==> config.mk <==
export PLATFORM = sky130hd
export DESIGN_NAME = fetch_refill_router_flat
export DESIGN_NICKNAME = d
export VERILOG_FILES = /design/src/rtl/fetch_refill_router_if.sv /design/src/rtl/fetch_refill_router.sv /design/src/flat_wrapper.sv
export SDC_FILE = /design/constraint.sdc
export NUM_CORES = 1
export LEC_CHECK = 0
export ABC_CLOCK_PERIOD_IN_PS = 2800
export BUFFER_PORTS_ARGS = -buffer_cell sky130_fd_sc_hd__buf_4
export CAP_MARGIN = 20
export CORE_AREA = 2 2 238 240
export CTS_CLUSTER_DIAMETER = 120
export DETAILED_ROUTE_END_ITERATION = 8
export DIE_AREA = 0 0 240 242
export PLACE_DENSITY = 0.61
export RECOVER_POWER = 50
export SLEW_MARGIN = 20
export SYNTH_ARGS = -nofsm -noshare
export SYNTH_HDL_FRONTEND = slang
export SYNTH_SLANG_ARGS = --single-unit
==> constraint.sdc <==
create_clock -name clk_i -period 2.8 [get_ports clk_i]
set_input_delay 0.14 -clock clk_i [delete_from_list [all_inputs] [get_ports clk_i]]
set_output_delay 0.14 -clock clk_i [all_outputs]
set_load 0.005 [all_outputs]
==> src/rtl/fetch_refill_router_if.sv <==
// ---------------------------------------------------------------------------
// fetch_refill_router_if
// Bundles the fetch-side refill handshake and the per-target request/beat
// buses of fetch_refill_router into one interface.
//
// Modports
//   slave  : the router's view. It receives requests and target beats, and
//            drives the responses and target requests.
//   master : the harness view. It drives requests and target beats, and
//            receives the responses and target requests.
//
// Signals (direction as seen by the router)
//   req_valid_i       in   1               refill request
//   req_ready_o       out  1               router idle, accepted on valid&ready
//   req_paddr_i       in   ADDR_W          line address
//   resp_valid_o      out  1               one-cycle response pulse
//   resp_data_o       out  LINE_W          assembled line, beat 0 in LSBs
//   resp_error_o      out  1               unmapped / timeout, with resp_valid_o
//   busy_o            out  1               router not idle
//   tgt_req_valid_o   out  NUM_TGT         one-hot, one-cycle target request
//   tgt_req_paddr_o   out  ADDR_W          latched request address
//   tgt_resp_valid_i  in   NUM_TGT         per-target beat valid
//   tgt_resp_data_i   in   NUM_TGT*BEAT_W  per-target beat data
// ---------------------------------------------------------------------------
interface fetch_refill_router_if #(
  parameter int NUM_TGT = 2,
  parameter int ADDR_W  = 40,
  parameter int LINE_W  = 256,
  parameter int BEAT_W  = 128
);
  logic                      req_valid_i;
  logic                      req_ready_o;
  logic [ADDR_W-1:0]         req_paddr_i;
  logic                      resp_valid_o;
  logic [LINE_W-1:0]         resp_data_o;
  logic                      resp_error_o;
  logic                      busy_o;
  logic [NUM_TGT-1:0]        tgt_req_valid_o;
  logic [ADDR_W-1:0]         tgt_req_paddr_o;
  logic [NUM_TGT-1:0]        tgt_resp_valid_i;
  logic [NUM_TGT*BEAT_W-1:0] tgt_resp_data_i;

  modport slave (
    input  req_valid_i, req_paddr_i, tgt_resp_valid_i, tgt_resp_data_i,
    output req_ready_o, resp_valid_o, resp_data_o, resp_error_o, busy_o,
           tgt_req_valid_o, tgt_req_paddr_o
  );

  modport master (
    output req_valid_i, req_paddr_i, tgt_resp_valid_i, tgt_resp_data_i,
    input  req_ready_o, resp_valid_o, resp_data_o, resp_error_o, busy_o,
           tgt_req_valid_o, tgt_req_paddr_o
  );
endinterface

==> src/rtl/fetch_refill_router.sv <==
// ---------------------------------------------------------------------------
// fetch_refill_router
// Routes instruction-cache line refills to one of NUM_TGT backing responders.
// Each target owns an address window. The chosen target's beats are
// collected into a full line, and that line is returned to fetch as a
// one-cycle pulse. A watchdog turns a silent target into an error response.
//
// Ports
//   clk_i    in  clock
//   rstn_i   in  asynchronous reset, active low
//   bus      fetch_refill_router_if.slave (refill handshake + target buses)
//   stat_req_cnt_o      out 32  accepted requests      (REFILL_ROUTER_STATS_EN)
//   stat_timeout_cnt_o  out 32  watchdog errors        (REFILL_ROUTER_STATS_EN)
//   stat_spurious_cnt_o out 32  dropped target beats   (REFILL_ROUTER_STATS_EN)
//
// Configuration macro: REFILL_ROUTER_STATS_EN adds the saturating statistics
// counters. Without it, the router behaves identically but has no counters.
// ---------------------------------------------------------------------------
module fetch_refill_router #(
  parameter int                        NUM_TGT        = 2,
  parameter int                        ADDR_W         = 40,
  parameter int                        LINE_W         = 256,
  parameter int                        BEAT_W         = 128,
  parameter logic [NUM_TGT*ADDR_W-1:0] TGT_BASE       = {40'h0, 40'h100},
  parameter logic [NUM_TGT*ADDR_W-1:0] TGT_MASK       = {40'h0, 40'hFF_FFFF_0000},
  parameter int                        TIMEOUT_CYCLES = 1024
) (
  input  logic                 clk_i,
  input  logic                 rstn_i,
  fetch_refill_router_if.slave bus
`ifdef REFILL_ROUTER_STATS_EN
  ,
  output logic [31:0]          stat_req_cnt_o,
  output logic [31:0]          stat_timeout_cnt_o,
  output logic [31:0]          stat_spurious_cnt_o
`endif
);

  localparam int NBEATS = LINE_W / BEAT_W;
  localparam int CNT_W  = (NBEATS > 1) ? $clog2(NBEATS) : 1;
  localparam int SEL_W  = (NUM_TGT > 1) ? $clog2(NUM_TGT) : 1;
  localparam int WD_W   = $clog2(TIMEOUT_CYCLES + 1);

  typedef enum logic [2:0] {
    S_IDLE  = 3'd0,
    S_ISSUE = 3'd1,
    S_WAIT  = 3'd2,
    S_RESP  = 3'd3,
    S_ERR   = 3'd4
  } state_t;

  state_t              r_state;
  state_t              w_state_next;
  logic                r_ready_en;
  logic [ADDR_W-1:0]   r_paddr;
  logic [SEL_W-1:0]    r_sel;
  logic [CNT_W-1:0]    r_beat_cnt;
  logic [WD_W-1:0]     r_wd;
  logic [LINE_W-1:0]   r_line;
  logic [LINE_W-1:0]   r_resp_data;
  logic [LINE_W-1:0]   w_line_next;

  logic [NUM_TGT-1:0]  w_match;
  logic [NUM_TGT-1:0]  w_sel_onehot;
  logic [NUM_TGT-1:0]  w_acc_mask;
  logic [BEAT_W-1:0]   w_tgt_data [NUM_TGT];
  logic [BEAT_W-1:0]   w_beat_data;
  logic                w_dec_hit;
  logic [SEL_W-1:0]    w_dec_sel;
  logic                w_accept;
  logic                w_beat;
  logic                w_last_beat;
  logic                w_timeout;

  logic                w_req_ready;
  logic                w_resp_valid;
  logic                w_resp_error;
  logic                w_busy;
  logic [NUM_TGT-1:0]  w_tgt_req_valid;

  // -------------------------------------------------------------------------
  // Per-target window match, selected one-hot, and beat data slices
  // -------------------------------------------------------------------------
  generate
    for (genvar gi = 0; gi < NUM_TGT; gi++) begin : g_tgt
      assign w_match[gi] =
        ((bus.req_paddr_i & TGT_MASK[gi*ADDR_W +: ADDR_W]) ==
         (TGT_BASE[gi*ADDR_W +: ADDR_W] & TGT_MASK[gi*ADDR_W +: ADDR_W]));
      assign w_sel_onehot[gi] = (r_sel == SEL_W'(gi));
      assign w_tgt_data[gi]   = bus.tgt_resp_data_i[gi*BEAT_W +: BEAT_W];
    end
  endgenerate

  // Lowest matching index wins. The loop scans downward so that the last
  // assignment it makes comes from the smallest hit.
  always_comb begin
    w_dec_hit = 1'b0;
    w_dec_sel = '0;
    for (int i = NUM_TGT - 1; i >= 0; i--) begin
      if (w_match[i]) begin
        w_dec_hit = 1'b1;
        w_dec_sel = SEL_W'(i);
      end
    end
  end

  // -------------------------------------------------------------------------
  // Beat acceptance. Only the selected target is listened to, and only in
  // ISSUE or WAIT. Everything else is dropped, so a late beat after a
  // timeout cannot leak into the next line.
  // -------------------------------------------------------------------------
  assign w_acc_mask  = ((r_state == S_ISSUE) || (r_state == S_WAIT)) ? w_sel_onehot : '0;
  assign w_beat      = |(bus.tgt_resp_valid_i & w_acc_mask);
  assign w_beat_data = w_tgt_data[r_sel];
  assign w_last_beat = w_beat && (r_beat_cnt == CNT_W'(NBEATS - 1));
  // The watchdog fires on the TIMEOUT_CYCLES-th consecutive silent WAIT cycle.
  assign w_timeout   = (r_state == S_WAIT) && !w_beat &&
                       (r_wd == WD_W'(TIMEOUT_CYCLES - 1));
  assign w_accept    = bus.req_valid_i && w_req_ready;

  always_comb begin
    w_line_next = r_line;
    w_line_next[int'(r_beat_cnt)*BEAT_W +: BEAT_W] = w_beat_data;
  end

  // -------------------------------------------------------------------------
  // FSM: state register
  // -------------------------------------------------------------------------
  always_ff @(posedge clk_i or negedge rstn_i) begin
    if (!rstn_i) begin
      r_state <= S_IDLE;
    end else begin
      r_state <= w_state_next;
    end
  end

  // -------------------------------------------------------------------------
  // FSM: next-state logic
  // -------------------------------------------------------------------------
  always_comb begin
    w_state_next = r_state;
    case (r_state)
      S_IDLE: begin
        if (w_accept) begin
          w_state_next = w_dec_hit ? S_ISSUE : S_ERR;
        end
      end
      S_ISSUE: begin
        w_state_next = w_last_beat ? S_RESP : S_WAIT;
      end
      S_WAIT: begin
        if (w_last_beat) begin
          w_state_next = S_RESP;
        end else if (w_timeout) begin
          w_state_next = S_ERR;
        end
      end
      S_RESP:  w_state_next = S_IDLE;
      S_ERR:   w_state_next = S_IDLE;
      default: w_state_next = S_IDLE;
    endcase
  end

  // -------------------------------------------------------------------------
  // FSM: outputs
  // -------------------------------------------------------------------------
  always_comb begin
    w_req_ready     = 1'b0;
    w_resp_valid    = 1'b0;
    w_resp_error    = 1'b0;
    w_tgt_req_valid = '0;
    w_busy          = (r_state != S_IDLE);
    case (r_state)
      // r_ready_en keeps ready low until the first clock after reset release.
      S_IDLE:  w_req_ready     = r_ready_en;
      S_ISSUE: w_tgt_req_valid = w_sel_onehot;
      S_RESP:  w_resp_valid    = 1'b1;
      S_ERR: begin
        w_resp_valid = 1'b1;
        w_resp_error = 1'b1;
      end
      default: ;
    endcase
  end

  // -------------------------------------------------------------------------
  // Datapath: request latch, beat assembly, watchdog, response line
  // -------------------------------------------------------------------------
  always_ff @(posedge clk_i or negedge rstn_i) begin
    if (!rstn_i) begin
      r_ready_en  <= 1'b0;
      r_paddr     <= '0;
      r_sel       <= '0;
      r_beat_cnt  <= '0;
      r_wd        <= '0;
      r_line      <= '0;
      r_resp_data <= '0;
    end else begin
      r_ready_en <= 1'b1;
      if (w_accept) begin
        r_paddr    <= bus.req_paddr_i;
        r_sel      <= w_dec_sel;
        r_beat_cnt <= '0;
        r_wd       <= '0;
        r_line     <= '0;
      end
      if (w_beat) begin
        r_line     <= w_line_next;
        r_beat_cnt <= r_beat_cnt + 1'b1;
        r_wd       <= '0;
      end else if (r_state == S_WAIT) begin
        r_wd <= r_wd + 1'b1;
      end
      // The response register holds the last line until the next response.
      // Error responses, whether unmapped or timed out, return zeros.
      if (w_last_beat) begin
        r_resp_data <= w_line_next;
      end else if (w_state_next == S_ERR) begin
        r_resp_data <= '0;
      end
    end
  end

  assign bus.req_ready_o     = w_req_ready;
  assign bus.resp_valid_o    = w_resp_valid;
  assign bus.resp_error_o    = w_resp_error;
  assign bus.resp_data_o     = r_resp_data;
  assign bus.busy_o          = w_busy;
  assign bus.tgt_req_valid_o = w_tgt_req_valid;
  assign bus.tgt_req_paddr_o = r_paddr;

  // -------------------------------------------------------------------------
  // Optional statistics
  // -------------------------------------------------------------------------
`ifdef REFILL_ROUTER_STATS_EN
  logic [NUM_TGT-1:0] w_drop_mask;
  logic [3:0]         w_drop_cnt;
  logic [31:0]        r_stat_req;
  logic [31:0]        r_stat_timeout;
  logic [31:0]        r_stat_spurious;

  function automatic logic [31:0] sat_add(input logic [31:0] a, input logic [3:0] inc);
    logic [32:0] s;
    s = {1'b0, a} + {29'b0, inc};
    return s[32] ? 32'hFFFF_FFFF : s[31:0];
  endfunction

  // Several targets can deliver unwanted beats in the same cycle, so
  // every one of them is counted.
  assign w_drop_mask = bus.tgt_resp_valid_i & ~w_acc_mask;

  always_comb begin
    w_drop_cnt = '0;
    for (int i = 0; i < NUM_TGT; i++) begin
      w_drop_cnt = w_drop_cnt + {3'b0, w_drop_mask[i]};
    end
  end

  always_ff @(posedge clk_i or negedge rstn_i) begin
    if (!rstn_i) begin
      r_stat_req      <= '0;
      r_stat_timeout  <= '0;
      r_stat_spurious <= '0;
    end else begin
      r_stat_req      <= sat_add(r_stat_req, {3'b0, w_accept});
      r_stat_timeout  <= sat_add(r_stat_timeout, {3'b0, w_timeout});
      r_stat_spurious <= sat_add(r_stat_spurious, w_drop_cnt);
    end
  end

  assign stat_req_cnt_o      = r_stat_req;
  assign stat_timeout_cnt_o  = r_stat_timeout;
  assign stat_spurious_cnt_o = r_stat_spurious;
`else
  // Statistics are not built in this configuration.
`endif

endmodule

==> src/flat_wrapper.sv <==
// flat-port wrapper written by rule: the top's interface ports become plain ports
module fetch_refill_router_flat 
#(
  parameter int                        NUM_TGT        = 2,
  parameter int                        ADDR_W         = 40,
  parameter int                        LINE_W         = 256,
  parameter int                        BEAT_W         = 128,
  parameter logic [NUM_TGT*ADDR_W-1:0] TGT_BASE       = {40'h0, 40'h100},
  parameter logic [NUM_TGT*ADDR_W-1:0] TGT_MASK       = {40'h0, 40'hFF_FFFF_0000},
  parameter int                        TIMEOUT_CYCLES = 1024
)
  (clk_i, rstn_i, bus_req_valid_i, bus_req_paddr_i, bus_tgt_resp_valid_i, bus_tgt_resp_data_i, bus_req_ready_o, bus_resp_valid_o, bus_resp_data_o, bus_resp_error_o, bus_busy_o, bus_tgt_req_valid_o, bus_tgt_req_paddr_o);
  fetch_refill_router_if #(.NUM_TGT(NUM_TGT), .ADDR_W(ADDR_W), .LINE_W(LINE_W), .BEAT_W(BEAT_W)) bus_i ();
  input  logic clk_i;
  input  logic rstn_i;
  input wire logic [$bits(bus_i.req_valid_i)-1:0] bus_req_valid_i;
  input wire logic [$bits(bus_i.req_paddr_i)-1:0] bus_req_paddr_i;
  input wire logic [$bits(bus_i.tgt_resp_valid_i)-1:0] bus_tgt_resp_valid_i;
  input wire logic [$bits(bus_i.tgt_resp_data_i)-1:0] bus_tgt_resp_data_i;
  output wire logic [$bits(bus_i.req_ready_o)-1:0] bus_req_ready_o;
  output wire logic [$bits(bus_i.resp_valid_o)-1:0] bus_resp_valid_o;
  output wire logic [$bits(bus_i.resp_data_o)-1:0] bus_resp_data_o;
  output wire logic [$bits(bus_i.resp_error_o)-1:0] bus_resp_error_o;
  output wire logic [$bits(bus_i.busy_o)-1:0] bus_busy_o;
  output wire logic [$bits(bus_i.tgt_req_valid_o)-1:0] bus_tgt_req_valid_o;
  output wire logic [$bits(bus_i.tgt_req_paddr_o)-1:0] bus_tgt_req_paddr_o;
  assign bus_i.req_valid_i = bus_req_valid_i;
  assign bus_i.req_paddr_i = bus_req_paddr_i;
  assign bus_i.tgt_resp_valid_i = bus_tgt_resp_valid_i;
  assign bus_i.tgt_resp_data_i = bus_tgt_resp_data_i;
  assign bus_req_ready_o = bus_i.req_ready_o;
  assign bus_resp_valid_o = bus_i.resp_valid_o;
  assign bus_resp_data_o = bus_i.resp_data_o;
  assign bus_resp_error_o = bus_i.resp_error_o;
  assign bus_busy_o = bus_i.busy_o;
  assign bus_tgt_req_valid_o = bus_i.tgt_req_valid_o;
  assign bus_tgt_req_paddr_o = bus_i.tgt_req_paddr_o;
  fetch_refill_router #(.NUM_TGT(NUM_TGT), .ADDR_W(ADDR_W), .LINE_W(LINE_W), .BEAT_W(BEAT_W), .TGT_BASE(TGT_BASE), .TGT_MASK(TGT_MASK), .TIMEOUT_CYCLES(TIMEOUT_CYCLES)) u_core (.clk_i(clk_i), .rstn_i(rstn_i), .bus(bus_i));
endmodule
==> flow_metrics.tcl, run 1 <==
set metrics [dict create \
    outcome "complete, but fails checks" \
    violations "max-capacitance violations, max-slew violations" \
    setup_ws_ns 0.259 \
    ff2ff_path_depth 5 \
    power_switching_share 0.346 \
    crit_path_start_kind "flip-flop" \
    synth_top_family_by_area "simple AND/OR/NAND/NOR gates" \
    synth_edf_count 0 \
    final_cell_mix "dfrtp_1 (440), nand2_1 (387), buf_4 (379)" \
    grt_max_degree 258 \
    crit_chain "buf_4, mux2i_1, dlygate4sd3_1, nor2_1, a21o_1" \
    synth_flop_cell "dfrtp_1" \
    die_w_microns 240 \
    critPathCaptureType "flip-flop" \
    hold_start "bus_tgt_resp_data_i[220]" \
    dr.pass1.iters 5 \
    synthXorXnorAreaFrac 0.000940 \
    hold_depth 4 \
    ctsLongestPathBuffers 3 \
    crit_cells 5 \
    max_slew_margin -0.564 \
    hold_buffers 299 \
    cpPeakStageDelay_ns 0.66 \
    cp_num_buf_inv 2 \
    place_worst_setup_slack_ns 0.330 \
    core_sq_mm 0.0557 \
    io_buffer_count 602 \
    multi_input_comb_area_sq_mm 0.00695 \
    yosys-mux-area-fraction 0.0699 \
    area_delta_synth_final_pct 51.4 \
    post-route-min-period_ns 2.54 \
    worstSetupPathType "flip-flop to flip-flop" \
    grt.overflow.total 0 \
    antenna_found_initial 2 \
    avgViaCountPerCell 4.77 \
    skew_ns 0.0214 \
    register_area_sq_mm 0.0110 \
    comb_power_share 0.395 \
    nFillCells 5088 \
    cts_buffers 49 \
    h-tree-depth 2 \
    hp-class "input pin to flip-flop" \
    final_cell_count_no_fill 3457 \
    p_leak_nw 14.2 \
    cp_data_required_time_ns 3.26 \
    slowest_stage "buf_4" \
    layout-drive-gt1-share 0.258 \
    finalPower_mw 28.4 \
    async_reset_ff_frac 1.00 \
    hold_viol 0 \
    dieHeight_microns 242 \
    io_pins 603 \
    cts_setup_buffers 0 \
    grt_pass1_wl_microns 94000 \
    fmax_mhz 394 \
    synth_compound_gate_area_share 0.144 \
    tns_ns 0 \
    path_max_fanout 50 \
    drt_iter0_markers 862 \
    p_int_mw 18.6 \
    synth_warnings 0 \
    synth.cell_area_sq_mm 0.0186 \
    grt_setup_unrepaired "false" \
    netlist_instances 1820 \
    power.density_mw_per_mm2 1010 \
    fin_crit_sh 0.907 \
    seq_area_frac_synth 0.592 \
    drc 0 \
    tightestPinTransition_ns 2.35 \
    yosys.area_share.simple 0.154 \
    grt_pass1_vias 17300 \
    dpl.cell_count 3068 \
    hold_end "u_core.bus.resp_data_o[220]" \
    drt.antenna.violating_nets 0 \
    cts_root_buf "clkbuf_16" \
    synth_top_area_frac 0.592 \
    worstReg2RegEnd "u_core.bus.resp_data_o[193]" \
    crit_arrival_ns 3.00 \
    totalWireLength_microns 59100 \
    start_util 0.334 \
    synthAdderAreaFrac 0.000672 \
    placementRows 87 \
    pwr-share-clk 0.237 \
    synth_seq_cells 441 \
    reg2reg_from "u_core.r_sel" \
    ir_drop_mv 0.867 \
    clk_pin_slew_ns 0.06 \
    yosys.area.top_type "dfrtp_1" \
    net-switching-power_mw 9.80 \
    finalSetupViolCount 0 \
    layout_commonest_cell "dfrtp_1" \
    avgSynthCellArea_sq_um 10.2 \
    drv_cap 1 \
    wl_per_cell_microns 17.1 \
    synthTopCellsByArea "dfrtp_1 (59%), nand2_1 (7.8%), mux2i_1 (6.9%), a21o_1 (5.2%), o21ai_0 (4.1%)" \
    seqPwrFrac 0.369 \
    clk_latency_ns 0.57 \
    dr_total_vias 16500 \
    syn-num-nets 2122 \
    crit_family "buffers and inverters" \
    maxSlewViolCount 75 \
    gp_congestion 0.787 \
    track_usage 0.200 \
    dpl.hpwl_microns 38200 \
    clock_sinks 441 \
    rrSetupSlack_ns 0.26 \
    die_area_sq_mm 0.0581 \
    ctsResizeCount 0 \
    synth_cell_types 47 \
    final_net_count 2964 \
    tritoncts "built" \
]
cell usage after synthesis (all sizes together) (2+ instances only):
| library cell | instances |
|---|---|
| a21o | 128 |
| or2 | 2 |
| buf | 40 |
| or3b | 2 |
| nor2 | 134 |
| clkbuf | 103 |
| inv | 7 |
| o21ai | 265 |
| nor3 | 3 |
| o211ai | 2 |
| nor4 | 8 |
| or3 | 4 |
| a21oi | 8 |
| or4 | 2 |
| dfrtp | 441 |
| nand2 | 387 |
| mux2i | 129 |
| nand3 | 133 |
| nand3b | 2 |
| nand4 | 2 |
registers in the layout (all words and copies together) (netlist names):
name                        flops
u_core.r_line                 128
u_core.bus.resp_data_o        256
u_core.r_state                  3
u_core.r_sel                    1
u_core.r_beat_cnt               1
u_core.r_wd                    11
u_core.r_ready_en               1
u_core.bus.tgt_req_paddr_o     40
logic make-up (layout without fill, tap and decap cells):
family	after synthesis	count (layout)
other	1	3
AND/OR/NAND/NOR	687	687
XOR/XNOR	2	2
multiplexers	130	130
adder cells (fa/ha/maj)	1	1
flip-flops	441	441
buffers and inverters	150	1029
AO/OA/AOI/OAI	408	408
worst reg2reg max path, stage by stage, from the launching register on:
cell,delay [ns]
dfrtp_4,0.44
buf_4,0.66
mux2i_1,0.43
dlygate4sd3_1,0.66
nor2_1,0.06
a21o_1,0.18
per-layer routing:
metal,up-vias,wire (microns),global-route usage
met3,119,3460,0.0414
met2,456,29800,0.350
met5,-,0,0
met1,8072,23900,0.242
met4,0,1960,0.0742
li1,7859,-,-
power groups by stage:
stage	Sequential [mW]	Combinational (mW)	Clock (mW)
6_report	10.5	11.2	6.72
5_1_grt	10.8	12.3	7.19
4_1_cts	10.5	11.9	6.92
3_5_place_dp	10.5	10.9	0
3_3_place_gp	10.5	10.6	0
2_1_floorplan	10.4	5.57	0
area by class of cell:
cell class,count,share of cell area
Tap cell,756,0.0335
Inverter,7,0.000931
Multi-Input combinational cell,1229,0.246
Sequential cell,441,0.391
Clock inverter,14,0.00727
Timing Repair Buffer,934,0.267
Antenna cell,2,0.000177
Clock buffer,74,0.0533
metrics by stage:
stage | area, sq um | hold WS [ns] | utilization
floorplan | 18600 | -0.156 | -
global placement | 23900 | 0.211 | 0.430
detailed placement | 23900 | 0.222 | 0.430
CTS | 28600 | 0.00149 | 0.514
global route | 28200 | 0.0228 | 0.506
finish | 28200 | 0.0365 | 0.506
how the worst max path moves through the flow:
stage,start,end
floorplan,u_core.r_sel,u_core.bus.resp_data_o[20]
global placement,u_core.r_state[2],u_core.bus.resp_data_o[47]
detailed placement,u_core.r_state[2],u_core.bus.resp_data_o[48]
CTS,u_core.r_sel,u_core.bus.resp_data_o[193]
global route,rstn_i,u_core.r_line[60]
finish,u_core.r_sel,u_core.bus.resp_data_o[193]
No activity file was read; power rests on OpenSTA's default activity.
==> run 2, diff against run 1 <==
--- a/config.mk
+++ b/config.mk
@@ -8,11 +8,12 @@
 export ABC_CLOCK_PERIOD_IN_PS = 2800
 export BUFFER_PORTS_ARGS = -buffer_cell sky130_fd_sc_hd__buf_4
 export CAP_MARGIN = 20
-export CORE_AREA = 2 2 238 240
+export CORE_AREA = 10 10 260 188
+export CTS_BUF_LIST = sky130_fd_sc_hd__clkbuf_4 sky130_fd_sc_hd__clkbuf_8
 export CTS_CLUSTER_DIAMETER = 120
 export DETAILED_ROUTE_END_ITERATION = 8
-export DIE_AREA = 0 0 240 242
-export PLACE_DENSITY = 0.61
+export DIE_AREA = 0 0 270 198
+export PLACE_DENSITY = 0.73
 export RECOVER_POWER = 50
 export SLEW_MARGIN = 20
 export SYNTH_ARGS = -nofsm -noshare
==> flow_metrics.tcl, run 2 (synthesis results as in run 1) <==
set metrics [dict create \
    outcome "completed" \
    grt_setup_unrepaired "false" \
    max_slew_margin 0.0319 \
    crit_chain "buf_16, mux2i_1, dlygate4sd3_1, o21ai_0" \
    fin_crit_sh 0.965 \
    core_sq_mm 0.0442 \
    grt_pass1_vias 18300 \
    slowest_stage "dlygate4sd3_1" \
    cpPeakStageDelay_ns 0.70 \
    ctsLongestPathBuffers 3 \
    crit_path_start_kind "flip-flop" \
    drt.antenna.violating_nets 0 \
    p_leak_nw 14.1 \
    route.met2.wl_microns 32700 \
    grt_max_degree 172 \
    tritoncts "built" \
    ir_drop_mv 0.631 \
    start_util 0.422 \
    layout-drive-gt1-share 0.265 \
    final_cell_mix "buf_4 (456), dfrtp_1 (440), nand2_1 (387)" \
    grt.overflow.total 0 \
    final_net_count 2978 \
    highest_layer "met4" \
    hold_start "bus_tgt_resp_data_i[217]" \
    die_w_microns 270 \
    tns_ns 0 \
    ff2ff_path_depth 4 \
    tightestPinTransition_ns 1.45 \
    layout_commonest_cell "buf_4" \
    track_usage 0.248 \
    nFillCells 3466 \
    h-tree-depth 3 \
    avgViaCountPerCell 5.19 \
    grt_pass1_wl_microns 106000 \
    worstReg2RegEnd "u_core.r_line[87]" \
    gp_congestion 0.884 \
    wl_met3_microns 6080 \
    hold_end "u_core.bus.resp_data_o[217]" \
    hold_depth 4 \
    dr.pass1.iters 8 \
    final_cell_count_no_fill 3328 \
    drv_cap 0 \
    maxSlewViolCount 0 \
    wl_per_cell_microns 20.5 \
    fmax_mhz 370 \
    drc 0 \
    clock_sinks 441 \
    power.density_mw_per_mm2 1010 \
    post-route-min-period_ns 2.70 \
    dpl.hpwl_microns 44000 \
    dpl.cell_count 2910 \
    clk_pin_slew_ns 0.07 \
    antenna_found_initial 1 \
    area_delta_synth_final_pct 48.3 \
    route.layer.met1.wl_microns 26700 \
    skew_ns 0.0256 \
    reg2reg_from "u_core.r_sel" \
    dr_total_vias 17300 \
    largest_register_ffs 256 \
    hold_viol 0 \
    clk_latency_ns 0.60 \
    totalWireLength_microns 68400 \
    cp_data_required_time_ns 3.25 \
    hp-class "input pin to flip-flop" \
    cts_root_buf "clkbuf_8" \
    path_max_fanout 130 \
    io_buffer_count 602 \
    io_pins 603 \
    die_area_sq_mm 0.0535 \
    rrSetupSlack_ns 0.1 \
    crit_arrival_ns 3.15 \
    worstSetupPathType "flip-flop to flip-flop" \
    drt_iter0_markers 1372 \
    dieHeight_microns 198 \
    critPathCaptureType "flip-flop" \
    placementRows 65 \
    finalSetupViolCount 0 \
    cts_buffers 70 \
]
-- run 2: cell count changes in the layout (fill, tap and decap cells not counted), sizes merged --
| cell | delta |
|---|---|
| diode | -1 |
| clkinvlp | +1 |
| dlygate4sd3 | -2 |
| clkinv | -5 |
| buf | +69 |
| bufinv | -2 |
| inv | +1 |
| clkbuf | -37 |
-- run 2: through the flow --
stage	total power, mW	area, sq um	util	worst slack [ns]	hold WS, ns
CTS	28.6	28100	0.637	0.131	0.0145
finish	28.0	27600	0.625	0.0967	0.0728
detailed placement	21.6	23700	0.536	0.294	0.289
global placement	21.2	23700	0.536	0.388	0.275
global route	29.7	27600	0.625	0.0352	0.0551
floorplan	16.0	18600	-	0.668	-0.156
-- run 2: metal layers --
metal / track usage / vias to the layer above
li1: - / 7878
met1: 0.298 / 8428
met2: 0.402 / 775
met3: 0.0861 / 176
met4: 0.104 / 0
met5: 0 / -
-- run 2: final cells by class --
class | instances | area, sq um | area share
Tap cell | 603 | 754 | 0.0273
Antenna cell | 1 | 2.50 | 0.0000906
Multi-Input combinational cell | 1229 | 6950 | 0.251
Timing Repair Buffer | 927 | 7360 | 0.266
Clock buffer | 111 | 1370 | 0.0494
Sequential cell | 441 | 11000 | 0.400
Inverter | 7 | 26.3 | 0.000951
Clock inverter | 9 | 133 | 0.00480
-- run 2: what timing repair did --
| item | CTS | global route |
|---|---|---|
| setup endpoints to repair | 0 | 1 |
| hold endpoints to repair | 370 | 0 |
| hold buffers | 297 | 0 |
| buffers inserted | 0 | 0 |
| gates resized for setup | 0 | 1 |
-- run 2: worst max path at each step --
| stage | slack (ns) | cells past startpoint | start | endpoint |
|---|---|---|---|---|
| final | 0.1 | 4 | u_core.r_sel | u_core.r_line[87] |
| after global routing | 0.04 | 4 | u_core.r_sel | u_core.r_line[87] |
| after CTS | 0.13 | 4 | u_core.r_sel | u_core.r_line[87] |
| after detailed placement | 0.29 | 5 | u_core.r_state[2] | u_core.bus.resp_data_o[127] |
| after global placement | 0.39 | 5 | u_core.r_state[2] | u_core.bus.resp_data_o[127] |
| after floorplan | 0.67 | 8 | u_core.r_sel | u_core.bus.resp_data_o[20] |
-- run 2: where the power goes --
part | internal, mW | switching [mW] | total, mW
logic | 5.34 | 6.18 | 11.5
clock network | 3.37 | 2.56 | 5.92
registers | 9.01 | 1.56 | 10.6
total | 17.7 | 10.3 | 28.0
-- run 2: critical path, delay by kind of cell (launching register included) --
family                 cells  cell delay (ns)
buffers and inverters      2             1.33
multiplexers               1             0.61
flip-flops                 1             0.45
AO/OA/AOI/OAI              1             0.10
